--- src/rtl/riscv_pkg.sv ---
// Shared RISC-V pipeline types: EX/MEM memory control word, access sizes, LSU states.
// No logic; types and constants only.
// Not applicable (no handshakes).
package riscv_pkg;

  typedef enum logic [2:0] {
    LB  = 3'b000,
    LH  = 3'b001,
    LW  = 3'b010,
    LBU = 3'b100,
    LHU = 3'b101
  } mem_size_t;

  // Store funct3 encodings coincide with the signed load encodings.
  localparam mem_size_t SB = LB;
  localparam mem_size_t SH = LH;
  localparam mem_size_t SW = LW;

  typedef struct packed {
    logic      MemRead;
    logic      MemWrite;
    mem_size_t MemSize;
  } MEM_ctrl;

  typedef enum logic [1:0] {
    IDLE = 2'd0,
    REQ  = 2'd1,
    WAIT = 2'd2,
    DONE = 2'd3
  } lsu_state_t;

endpackage

--- src/rtl/lsu_align.sv ---
// Byte-lane steering: store byte enables/replication, misalign detect, load extract/extend.
// Latency: purely combinational.
// Backpressure: none.
module lsu_align
  import riscv_pkg::*;
(
  input  mem_size_t   size,
  input  logic [1:0]  off,
  input  logic [31:0] wdata,
  input  logic [31:0] rdata,
  output logic [3:0]  be,
  output logic [31:0] wdata_rep,
  output logic        misalign,
  output logic [31:0] load_data
);

  logic [7:0]  byte_sel;
  logic [15:0] half_sel;

  always_comb begin
    byte_sel  = rdata[7:0];
    half_sel  = off[1] ? rdata[31:16] : rdata[15:0];
    be        = 4'b1111;
    wdata_rep = wdata;
    misalign  = 1'b0;
    load_data = rdata;

    case (off)
      2'd1:    byte_sel = rdata[15:8];
      2'd2:    byte_sel = rdata[23:16];
      2'd3:    byte_sel = rdata[31:24];
      default: byte_sel = rdata[7:0];
    endcase

    // size[2] marks the unsigned load variants; size[1:0] is the access width.
    case (size[1:0])
      2'b00: begin
        be        = 4'b0001 << off;
        wdata_rep = {4{wdata[7:0]}};
        load_data = size[2] ? {24'b0, byte_sel} : {{24{byte_sel[7]}}, byte_sel};
      end
      2'b01: begin
        be        = 4'b0011 << {off[1], 1'b0};
        wdata_rep = {2{wdata[15:0]}};
        misalign  = off[0];
        load_data = size[2] ? {16'b0, half_sel} : {{16{half_sel[15]}}, half_sel};
      end
      default: begin
        misalign = (off != 2'b00);
      end
    endcase
  end

endmodule

--- src/rtl/lsu.sv ---
// Memory-stage load/store unit driving a req/gnt/rvalid data bus.
// Latency: load >= 3 stall cycles, store >= 2, misaligned 1; result shown in DONE.
// Backpressure: holds req and bus fields until gnt, stalls the pipeline until DONE.
module lsu
  import riscv_pkg::*;
(
  input  logic        clk,
  input  logic        rst,
  input  MEM_ctrl     MEMctrl_in,
  input  logic [31:0] addr_in,
  input  logic [31:0] wdata_in,
  output logic        stall_out,
  output logic        dmem_req_out,
  output logic        dmem_we_out,
  output logic [31:0] dmem_addr_out,
  output logic [3:0]  dmem_be_out,
  output logic [31:0] dmem_wdata_out,
  input  logic        dmem_gnt_in,
  input  logic        dmem_rvalid_in,
  input  logic [31:0] dmem_rdata_in,
  output logic [31:0] MEMdata_MEM_out,
  output logic        load_valid_out,
  output logic        misalign_err_out
);

  lsu_state_t  state;
  mem_size_t   size_q;
  logic [1:0]  off_q;
  logic [31:0] addr_q;
  logic [3:0]  be_q;
  logic [31:0] wdata_q;
  logic        we_q;
  logic        misalign_q;
  logic [31:0] result_q;

  logic        op_vld;
  logic        is_store;
  mem_size_t   al_size;
  logic [1:0]  al_off;
  logic [3:0]  al_be;
  logic [31:0] al_wdata;
  logic        al_misalign;
  logic [31:0] al_load_data;

  assign op_vld   = MEMctrl_in.MemRead | MEMctrl_in.MemWrite;
  // Read+write together is illegal and degrades to a load.
  assign is_store = MEMctrl_in.MemWrite & ~MEMctrl_in.MemRead;

  // One aligner serves both directions: live inputs in IDLE, captured op afterwards.
  assign al_size = (state == IDLE) ? MEMctrl_in.MemSize : size_q;
  assign al_off  = (state == IDLE) ? addr_in[1:0] : off_q;

  lsu_align u_align (
    .size      (al_size),
    .off       (al_off),
    .wdata     (wdata_in),
    .rdata     (dmem_rdata_in),
    .be        (al_be),
    .wdata_rep (al_wdata),
    .misalign  (al_misalign),
    .load_data (al_load_data)
  );

  always_ff @(posedge clk) begin
    if (rst) begin
      state      <= IDLE;
      size_q     <= LB;
      off_q      <= 2'b00;
      addr_q     <= 32'b0;
      be_q       <= 4'b0;
      wdata_q    <= 32'b0;
      we_q       <= 1'b0;
      misalign_q <= 1'b0;
      result_q   <= 32'b0;
    end else begin
      case (state)
        IDLE: begin
          if (op_vld) begin
            size_q     <= MEMctrl_in.MemSize;
            off_q      <= addr_in[1:0];
            addr_q     <= {addr_in[31:2], 2'b00};
            be_q       <= al_be;
            wdata_q    <= al_wdata;
            we_q       <= is_store;
            misalign_q <= al_misalign;
            if (al_misalign) begin
              result_q <= 32'b0;
              state    <= DONE;
            end else begin
              state    <= REQ;
            end
          end
        end
        REQ: begin
          if (dmem_gnt_in) begin
            state <= we_q ? DONE : WAIT;
          end
        end
        WAIT: begin
          if (dmem_rvalid_in) begin
            result_q <= al_load_data;
            state    <= DONE;
          end
        end
        DONE: begin
          // The op still on the inputs is the one just finished; the pipeline advances now.
          state <= IDLE;
        end
        default: state <= IDLE;
      endcase
    end
  end

  assign stall_out        = ((state == IDLE) & op_vld) | (state == REQ) | (state == WAIT);
  assign dmem_req_out     = (state == REQ);
  assign dmem_we_out      = we_q;
  assign dmem_addr_out    = addr_q;
  assign dmem_be_out      = be_q;
  assign dmem_wdata_out   = wdata_q;
  assign MEMdata_MEM_out  = result_q;
  assign load_valid_out   = (state == DONE) & ~we_q & ~misalign_q;
  assign misalign_err_out = (state == DONE) & misalign_q;

endmodule

--- config.mk ---
export PLATFORM = sky130hd
export DESIGN_NAME = lsu
export DESIGN_NICKNAME = d
export VERILOG_FILES = /design/src/rtl/riscv_pkg.sv /design/src/rtl/lsu_align.sv /design/src/rtl/lsu.sv
export SDC_FILE = /design/constraint.sdc
export NUM_CORES = 1
export LEC_CHECK = 0
export ABC_CLOCK_PERIOD_IN_PS = 3100
export BUFFER_PORTS_ARGS = -buffer_cell sky130_fd_sc_hd__buf_2
export CAP_MARGIN = 5
export CORE_ASPECT_RATIO = 1.75
export CORE_UTILIZATION = 47
export DETAILED_ROUTE_END_ITERATION = 8
export GPL_ROUTABILITY_DRIVEN = 0
export PLACE_DENSITY = 0.79
export SYNTH_ARGS = -nofsm -noshare
export SYNTH_HDL_FRONTEND = slang
export SYNTH_SLANG_ARGS = --single-unit
--- constraint.sdc ---
create_clock -name clk -period 3.1 [get_ports clk]
set_input_delay 0.155 -clock clk [delete_from_list [all_inputs] [get_ports clk]]
set_output_delay 0.155 -clock clk [all_outputs]
set_load 0.005 [all_outputs]
==> impl_metrics.env, run 1 <==
export IMPL_cts_path_max_buffers=2
export IMPL_final_antenna_net_count=0
export IMPL_area_delta_synth_final_pct=31.0
export IMPL_crit_slowest_cell="ha_1"
export IMPL_slew_viol_final=0
export IMPL_cts_tree="built"
export IMPL_chipHeight_um=134
export IMPL_ys_flop_type="dfxtp_1"
export IMPL_drt_wl_total_um=14100
export IMPL_place_inst=841
export IMPL_start_util_pct=48.9
export IMPL_nFillCells=837
export IMPL_skew_ns=0.00683
export IMPL_fin_nets=839
export IMPL_place_hpwl_um=10400
export IMPL_dr_pass1_iters=5
export IMPL_multiInputGateArea_um2=2350
export IMPL_grt_overflow_total=0
export IMPL_vias=4806
export IMPL_finalSetupViolCount=0
export IMPL_required_ns=3.34
export IMPL_regArea_um2=2140
export IMPL_critPathBufInv=2
export IMPL_dieArea_um2=10300
export IMPL_crit_family="compound AO/OA/AOI/OAI gates"
export IMPL_ys_types=43
export IMPL_synthCells=543
export IMPL_pwr_share_comb_pct=41.6
export IMPL_drc=0
export IMPL_clockRootBuffer="clkbuf_16"
export IMPL_avgViaCountPerCell=5.60
export IMPL_ys_ff_latch=107
export IMPL_async_reset_ff_share_pct=0
export IMPL_antenna_found_initial=1
export IMPL_mostFrequentLayoutCell="buf_2"
export IMPL_cts_htree_levels=3
export IMPL_finalPower_mw=5.32
export IMPL_rsz0062_at_grt="false"
export IMPL_worstPathArrival_ns=3.00
export IMPL_p_sw_share_pct=38.1
export IMPL_period_needed_ns=2.76
export IMPL_clkPwrFrac_pct=21.9
export IMPL_numPortBuffers=207
export IMPL_final_cell_mix="207 x buf_2, 109 x nand2_1, 107 x dfxtp_1"
export IMPL_fp_coreArea_um2=9530
export IMPL_cts_buffers=9
export IMPL_postPlaceCellArea_um2=5790
export IMPL_hold_violations=0
export IMPL_drt_iter0_markers=232
export IMPL_drt_wirelength_per_cell_um=16.4
export IMPL_crit_fanout=40
export IMPL_slew_headroom_pct=46.8
export IMPL_clk_insertion_delay_late_ns=0.34
export IMPL_ir_worst_vdd_mv=0.467
export IMPL_p_seq_share_pct=36.6
export IMPL_p_int_mw=3.30
export IMPL_placementRows=47
export IMPL_synth_edf_count=0
export IMPL_crit_chain="inv_1 > ha_1 > mux2i_4 > buf_4 > o21ai_1 > a22oi_1 > o21ai_0 > a22o_1"
export IMPL_grt_max_degree=77
export IMPL_stdcell_area_um2=6100
export IMPL_synth_avg_cell_area_um2=8.58
export IMPL_fin_crit_sh_pct=89.0
export IMPL_ys_warn_count=0
export IMPL_cts_setup_buffers=0
export IMPL_clock_sinks=107
export IMPL_worst_path_largest_cell_delay_ns=0.52
export IMPL_netlist_area_um2=4660
export IMPL_p_per_area_nw_per_um2=872
export IMPL_p_sw_mw=2.03
export IMPL_start_kind="register"
export IMPL_die_x_um=77.2
export IMPL_p_leak_nw=2.86
export IMPL_maxCapViolCount=0
export IMPL_drive_above_1_share_pct=35.0
export IMPL_grt_use_total_pct=26.4
export IMPL_hp_class="in -> reg"
export IMPL_critPathKind="reg -> reg"
export IMPL_status="completed"
export IMPL_grt_pass1_vias=4407
export IMPL_critPathCaptureType="register"
export IMPL_layout_cells_non_filler=858
export IMPL_tightest_slew_ns=0.792
export IMPL_ctsHoldBuffers=0
export IMPL_tns_ns=0
export IMPL_clkTransAtPathRegs_ns=0.07
export IMPL_grt_pass1_wl_um=21400
export IMPL_ios=210
export IMPL_cts_resized=0
export IMPL_yosysSeqAreaShare_pct=46.0
export IMPL_timing_fmax_mhz=362
[path summary, 6_finish.rpt]
check / start / to / slack [ns] / depth (start not counted)
worst max-delay path: state[0]$_SDFFE_PP0P_ / MEMdata_MEM_out[10]$_SDFFE_PP0P_ / 0.34 / 8
worst min-delay path: dmem_rdata_in[0] / MEMdata_MEM_out[0]$_SDFFE_PP0P_ / 0.04 / 2
worst max register to register: state[0]$_SDFFE_PP0P_ / MEMdata_MEM_out[10]$_SDFFE_PP0P_ / 0.34 / 8
worst min register to register: dmem_addr_out[24]$_SDFFE_PP0P_ / dmem_addr_out[24]$_SDFFE_PP0P_ / 0.45 / 2
[synth_stat cells (2+ instances only)]
master | count | area, um2
nand3_1 | 21 | 105
nor2_1 | 45 | 169
o21ai_1 | 2 | 10.0
dfxtp_1 | 107 | 2140
nor3_1 | 5 | 25.0
buf_2 | 6 | 30.0
ha_1 | 4 | 50.1
nand3b_1 | 2 | 15.0
a21oi_1 | 56 | 280
a211oi_1 | 21 | 158
buf_1 | 6 | 22.5
nand2_1 | 109 | 409
clkbuf_1 | 28 | 105
nor3b_1 | 3 | 22.5
a31oi_1 | 7 | 43.8
buf_4 | 2 | 15.0
a221o_1 | 13 | 130
a21oi_2 | 2 | 17.5
a22o_1 | 9 | 78.8
inv_1 | 4 | 15.0
o211ai_1 | 2 | 15.0
a22oi_1 | 8 | 60.1
a311oi_1 | 11 | 96.3
mux2i_1 | 21 | 210
o21ai_0 | 10 | 50.1
mux2_2 | 5 | 56.3
o21a_1 | 9 | 67.6
a221o_2 | 10 | 113
[per-layer routing]
metal	vias up	global-route usage, %	routed length [um]
met5	-	0	0
met4	0	16.0	585
met3	40	5.62	955
met2	218	46.7	7310
met1	2222	28.1	5200
li1	2326	-	-
[state kept, by name, indices dropped and copies added, names as in the netlist, 2 cells and up]
name / cells
off_q: 2
state: 2
dmem_be_out: 4
dmem_addr_out: 30
dmem_wdata_out: 32
size_q: 3
MEMdata_MEM_out: 32
[logic make-up after synthesis]
kind of cell | after synthesis | synth area share, %
other | 1 | 0.0805
AND/OR/NAND/NOR | 191 | 16.9
adder cells (fa/ha/maj) | 4 | 1.07
flip-flops | 107 | 46.0
AO/OA/AOI/OAI | 166 | 25.5
buffers and inverters | 47 | 4.27
multiplexers | 27 | 6.21
[per-stage QoR]
step	hold WS, ns	worst slack, ns	utilization, %
after floorplan	0.255	0.823	-
after global placement	0.384	0.503	60.8
after detailed placement	0.382	0.385	60.8
after CTS	0.0294	0.369	64.0
after global routing	0.0283	0.130	64.0
final	0.0394	0.340	64.0
[power by group through the flow]
stage	combinational [mW]	sequential (mW)	clock, mW
2_1_floorplan	1.36	1.98	0
4_1_cts	2.21	1.94	1.19
3_3_place_gp	2.14	1.95	0
6_report	2.21	1.95	1.16
5_1_grt	2.43	1.99	1.24
3_5_place_dp	2.20	1.97	0
[layout make-up]
| cell class | instances | area share [%] |
|---|---|---|
| repair buffers | 218 | 18.5 |
| flip-flops and latches | 107 | 35.1 |
| clock inverters | 5 | 1.00 |
| multi-input cells | 390 | 38.6 |
| clock buffers | 11 | 3.98 |
| inverters | 4 | 0.246 |
| diodes | 1 | 0.0410 |
| well taps | 122 | 2.50 |
Power figures use the tool's default switching activity.
==> run 2: changes to the inputs <==
==> constraint.sdc (replaced) <==
create_clock -name clk -period 3.1 [get_ports clk]
set_input_delay 0.775 -clock clk [delete_from_list [all_inputs] [get_ports clk]]
set_output_delay 0.775 -clock clk [all_outputs]
set_load 0.005 [all_outputs]
==> run 2 against run 1 <==
  * Largest power group unchanged
  * Critical path type is now reg -> out
  * Largest cell class unchanged
  * Non-clock buffer count fell by 1
  * Wire length fell by 0.25%
  * Clock skew rose by 0.0012 ns
==> impl_metrics.env, run 2 (synthesis gave the netlist of run 1 again) <==
export IMPL_dr_pass1_iters=5
export IMPL_clkTransAtPathRegs_ns=0.07
export IMPL_worstPathArrival_ns=1.97
export IMPL_grt_overflow_total=0
export IMPL_start_util_pct=48.9
export IMPL_cts_resized=0
export IMPL_ios=210
export IMPL_hold_depth=2
export IMPL_nFillCells=877
export IMPL_status="completed"
export IMPL_finalSetupViolCount=0
export IMPL_drc=0
export IMPL_place_hpwl_um=10200
export IMPL_mostFrequentLayoutCell="buf_2"
export IMPL_placementRows=47
export IMPL_ctsHoldBuffers=0
export IMPL_worst_path_largest_cell_delay_ns=0.40
export IMPL_grt_max_degree=85
export IMPL_p_seq_share_pct=35.6
export IMPL_maxCapViolCount=0
export IMPL_cts_buffers=9
export IMPL_regArea_um2=2140
export IMPL_cts_htree_levels=3
export IMPL_r2r_slack_ns=0.38
export IMPL_tns_ns=0
export IMPL_chipHeight_um=134
export IMPL_clk_insertion_delay_late_ns=0.34
export IMPL_avgViaCountPerCell=5.65
export IMPL_required_ns=2.32
export IMPL_p_int_mw=3.43
export IMPL_final_cell_mix="207 x buf_2, 109 x nand2_1, 107 x dfxtp_1"
export IMPL_dp_slack_ns=0.178
export IMPL_clock_sinks=107
export IMPL_final_antenna_net_count=0
export IMPL_p_leak_nw=2.87
export IMPL_drt_iter0_markers=210
export IMPL_crit_chain="inv_1 > ha_1 > buf_4 > inv_1 > nor2_4 > or3_1 > buf_2"
export IMPL_vias=4839
export IMPL_utilization_pct=64.2
export IMPL_slew_viol_final=0
export IMPL_multiInputGateArea_um2=2350
export IMPL_drive_above_1_share_pct=34.7
export IMPL_n_antenna_cell=0
export IMPL_hold_start="dmem_addr_out[27]$_SDFFE_PP0P_"
export IMPL_cts_setup_buffers=0
export IMPL_fin_crit_sh_pct=88.5
export IMPL_crit_fanout=11
export IMPL_skew_ns=0.00800
export IMPL_grt_pass1_wl_um=22200
export IMPL_die_x_um=77.2
export IMPL_grt_use_total_pct=26.7
export IMPL_cts_path_max_buffers=2
export IMPL_stdcell_area_um2=6120
export IMPL_critPathCaptureType="output pin"
export IMPL_ir_worst_vdd_mv=0.476
export IMPL_cts_tree="built"
export IMPL_fin_nets=838
export IMPL_tightest_slew_ns=1.22
export IMPL_drt_wirelength_per_cell_um=16.4
export IMPL_clkPwrFrac_pct=24.1
export IMPL_numPortBuffers=207
export IMPL_min_to="dmem_addr_out[27]$_SDFFE_PP0P_"
export IMPL_crit_slowest_cell="dfxtp_1"
export IMPL_rr_startpoint="state[1]$_SDFFE_PP0P_"
export IMPL_drt_wl_total_um=14000
export IMPL_antenna_found_initial=0
export IMPL_p_sw_share_pct=37.1
export IMPL_rsz0062_at_grt="false"
export IMPL_dieArea_um2=10300
export IMPL_critPathKind="reg -> out"
export IMPL_grt_pass1_vias=4691
export IMPL_period_needed_ns=2.74
export IMPL_postPlaceCellArea_um2=5770
export IMPL_timing_fmax_mhz=365
export IMPL_p_sw_mw=2.03
export IMPL_fp_coreArea_um2=9530
export IMPL_hold_violations=0
export IMPL_r2r_cells=8
export IMPL_slew_headroom_pct=18.5
export IMPL_start_kind="register"
export IMPL_pwr_share_comb_pct=40.3
export IMPL_crit_path_frequent_cell="inv_1"
export IMPL_hp_class="reg -> reg"
export IMPL_area_delta_synth_final_pct=31.4
export IMPL_clockRootBuffer="clkbuf_16"
export IMPL_p_per_area_nw_per_um2=892
export IMPL_r2r_end="MEMdata_MEM_out[4]$_SDFFE_PP0P_"
export IMPL_fin_ws_ns=0.357
==> run 2: changes by cell type in the layout (fill, tap and decap cells not counted), sizes merged <==
cell,before,now
bufinv,1,3
clkinvlp,3,1
buf,218,217
clkbuf,11,12
diode,1,0
inv,5,4
==> run 2: cell type report <==
class | count | area share [%]
multi-input cells | 390 | 38.5
repair buffers | 217 | 18.2
clock inverters | 4 | 1.60
flip-flops and latches | 107 | 35.0
well taps | 122 | 2.49
inverters | 4 | 0.245
clock buffers | 12 | 4.03
==> run 2: worst max-delay path by stage <==
stage / startpoint / endpoint / slack (ns)
after floorplan: MEMctrl_in[3] / stall_out / 0.81
after global placement: MEMctrl_in[3] / MEMdata_MEM_out[26]$_SDFFE_PP0P_ / 0.25
after detailed placement: MEMctrl_in[3] / MEMdata_MEM_out[30]$_SDFFE_PP0P_ / 0.18
after CTS: state[0]$_SDFFE_PP0P_ / stall_out / 0.36
after global routing: state[0]$_SDFFE_PP0P_ / MEMdata_MEM_out[3]$_SDFFE_PP0P_ / 0.19
final: state[1]$_SDFFE_PP0P_ / stall_out / 0.36
==> run 2: power groups by stage <==
stage	Combinational (mW)	Clock (mW)	Sequential, mW
global route	2.43	1.38	1.99
global placement	2.13	0	1.95
detailed placement	2.20	0	1.97
finish	2.20	1.32	1.94
CTS	2.21	1.33	1.94
floorplan	1.36	0	1.98
==> run 2: per-stage QoR <==
stage                     power, mW  hold slack, ns  instances
after detailed placement       4.17           0.444        840
after floorplan                3.35           0.434        544
after global routing           5.80           0.476        856
after global placement         4.09           0.440        840
final                          5.46           0.451        856
after CTS                      5.48           0.454        856
==> run 2: worst max-delay path, delay by kind of cell, from the launching register on <==
family / cells / cell delay (ns)
AND/OR/NAND/NOR: 2 / 0.39
flip-flops: 1 / 0.40
adder cells (fa/ha/maj): 1 / 0.25
buffers and inverters: 4 / 0.59
==> run 2: metal layers <==
metal / part of all wire (%) / global-route usage (%)
met1: 38 / 29.3
met2: 52 / 47.5
met3: 6.0 / 5.48
met4: 3.8 / 14.2
met5: 0 / 0
==> run 3: changes to the inputs <==
CELL_PAD_IN_SITES_DETAIL_PLACEMENT = 0   (was unset)
CELL_PAD_IN_SITES_GLOBAL_PLACEMENT = 1   (was unset)
CORE_ASPECT_RATIO = 2   (was 1.75)
CORE_UTILIZATION = 33   (was 47)
PLACE_DENSITY = unset   (was 0.79)
PLACE_DENSITY_LB_ADDON = 0.1   (was unset)
==> run 3 against run 2 <==
  * Critical path type unchanged
  * Clock skew increased by 0.0019 ns
  * Non-clock buffer count increased by 8
  * Global-route usage decreased by 5.3 points
  * Largest power group unchanged
  * Critical endpoint unchanged
  * Flip-flop and latch count unchanged
  * Final cell count increased by 8.6%
  * Final area increased by 1.2%
  * First-iteration DRC count decreased by 10%
  * Count of clock-buffer cells in the layout decreased by 2
==> impl_metrics.env, run 3 (synthesis gave the netlist of run 1 again) <==
export IMPL_r2r_cells=7
export IMPL_hold_start="dmem_addr_out[8]$_SDFFE_PP0P_"
export IMPL_clkPwrFrac_pct=20.6
export IMPL_clockRootBuffer="clkbuf_16"
export IMPL_required_ns=2.32
export IMPL_slew_viol_final=0
export IMPL_hp_class="reg -> reg"
export IMPL_p_seq_share_pct=36.4
export IMPL_hold_violations=0
export IMPL_ctsHoldBuffers=0
export IMPL_timing_hold_ws_ns=0.453
export IMPL_tightest_slew_ns=1.10
export IMPL_r2r_end="MEMdata_MEM_out[27]$_SDFFE_PP0P_"
export IMPL_drive_above_1_share_pct=35.6
export IMPL_p_leak_nw=2.88
export IMPL_clkTransAtPathRegs_ns=0.07
export IMPL_rsz0062_at_grt="false"
export IMPL_chipHeight_um=170
export IMPL_cts_resized=0
export IMPL_skew_ns=0.00994
export IMPL_mostFrequentLayoutCell="buf_2"
export IMPL_hold_depth=2
export IMPL_fin_nets=846
export IMPL_worstPathArrival_ns=2.01
export IMPL_tns_ns=0
export IMPL_cts_buffers=9
export IMPL_drt_wirelength_per_cell_um=16.8
export IMPL_maxCapViolCount=0
export IMPL_final_antenna_net_count=0
export IMPL_timing_fmax_mhz=359
export IMPL_ir_worst_vdd_mv=0.375
export IMPL_dr_pass1_iters=7
export IMPL_nFillCells=1446
export IMPL_clock_sinks=107
export IMPL_crit_fanout=14
export IMPL_dieArea_um2=14600
export IMPL_grt_pass1_vias=4703
export IMPL_regArea_um2=2140
export IMPL_p_sw_share_pct=39.6
export IMPL_cts_tree="built"
export IMPL_layout_cells_non_filler=930
export IMPL_slew_headroom_pct=26.5
export IMPL_grt_pass1_wl_um=24100
export IMPL_p_sw_mw=2.11
export IMPL_clk_insertion_delay_late_ns=0.35
export IMPL_finalSetupViolCount=0
export IMPL_fin_crit_sh_pct=89.7
export IMPL_antenna_found_initial=0
export IMPL_critPathKind="reg -> out"
export IMPL_grt_overflow_total=0
export IMPL_pwr_share_comb_pct=43.0
export IMPL_period_needed_ns=2.78
export IMPL_final_cell_mix="207 x buf_2, 109 x nand2_1, 107 x dfxtp_1"
export IMPL_start_kind="register"
export IMPL_p_int_mw=3.22
export IMPL_cts_path_max_buffers=2
export IMPL_min_to="dmem_addr_out[8]$_SDFFE_PP0P_"
export IMPL_grt_use_total_pct=21.5
export IMPL_place_inst=915
export IMPL_drt_iter0_markers=189
export IMPL_cts_htree_levels=3
export IMPL_multiInputGateArea_um2=2350
export IMPL_fp_coreArea_um2=13800
export IMPL_area_delta_synth_final_pct=33.0
export IMPL_critPathCaptureType="output pin"
export IMPL_utilization_pct=44.8
export IMPL_placementRows=61
export IMPL_drt_wl_total_um=15600
export IMPL_avgViaCountPerCell=5.08
export IMPL_start_util_pct=33.7
export IMPL_n_antenna_cell=0
export IMPL_drc=0
export IMPL_cts_setup_buffers=0
export IMPL_rr_startpoint="state[0]$_SDFFE_PP0P_"
export IMPL_p_per_area_nw_per_um2=860
export IMPL_numPortBuffers=207
export IMPL_place_hpwl_um=11900
export IMPL_status="completed"
export IMPL_die_x_um=86
export IMPL_grt_max_degree=85
export IMPL_r2r_slack_ns=0.35
export IMPL_ios=210
export IMPL_vias=4728
[run 3: how the worst max path moves through the flow]
| stage | start | to | slack (ns) | cells after the start |
|---|---|---|---|---|
| floorplan | MEMctrl_in[3] | stall_out | 0.81 | 4 |
| global placement | MEMctrl_in[3] | MEMdata_MEM_out[30]$_SDFFE_PP0P_ | 0.36 | 7 |
| detailed placement | MEMctrl_in[3] | MEMdata_MEM_out[5]$_SDFFE_PP0P_ | 0.34 | 7 |
| CTS | state[0]$_SDFFE_PP0P_ | stall_out | 0.28 | 6 |
| global route | state[0]$_SDFFE_PP0P_ | MEMdata_MEM_out[10]$_SDFFE_PP0P_ | 0.13 | 7 |
| finish | state[0]$_SDFFE_PP0P_ | stall_out | 0.32 | 6 |
[run 3: critical path, cell delays in order (launching register included)]
cell and delay (ns):
dfxtp_1 0.38, inv_1 0.10, ha_1 0.43, inv_1 0.22, nor2_4 0.07, or3_1 0.33
buf_2 0.15
[run 3: power by group through the flow]
stage | Sequential [mW] | Combinational (mW) | Clock, mW
final | 1.94 | 2.29 | 1.10
after global routing | 1.98 | 2.56 | 1.18
after CTS | 1.94 | 2.33 | 1.14
after detailed placement | 1.97 | 2.32 | 0
after global placement | 1.96 | 2.29 | 0
after floorplan | 1.98 | 1.36 | 0
[run 3: metrics by stage]
stage	setup slack, ns	instance area (um2)	total power, mW
6_report	0.318	6190	5.33
4_1_cts	0.284	6190	5.41
2_1_floorplan	0.811	4660	3.35
5_1_grt	0.133	6190	5.72
3_5_place_dp	0.337	5920	4.29
3_3_place_gp	0.365	5920	4.25
[run 3: routing by layer]
layer | up-vias | wire [um] | part of all wire [%] | track usage, %
li1 | 2346 | - | - | -
met1 | 2214 | 5740 | 37 | 21.7
met2 | 147 | 8800 | 56 | 41.7
met3 | 21 | 694 | 4.4 | 4.12
met4 | 0 | 392 | 2.5 | 8.62
met5 | - | 0 | 0 | 0
[run 3: area by class of cell]
cell class | count | area share, %
Clock buffer | 10 | 3.86
Clock inverter | 5 | 0.606
Inverter | 4 | 0.242
Multi-Input combinational cell | 390 | 38.0
Sequential cell | 107 | 34.6
Tap cell | 189 | 3.82
Timing Repair Buffer | 225 | 18.9
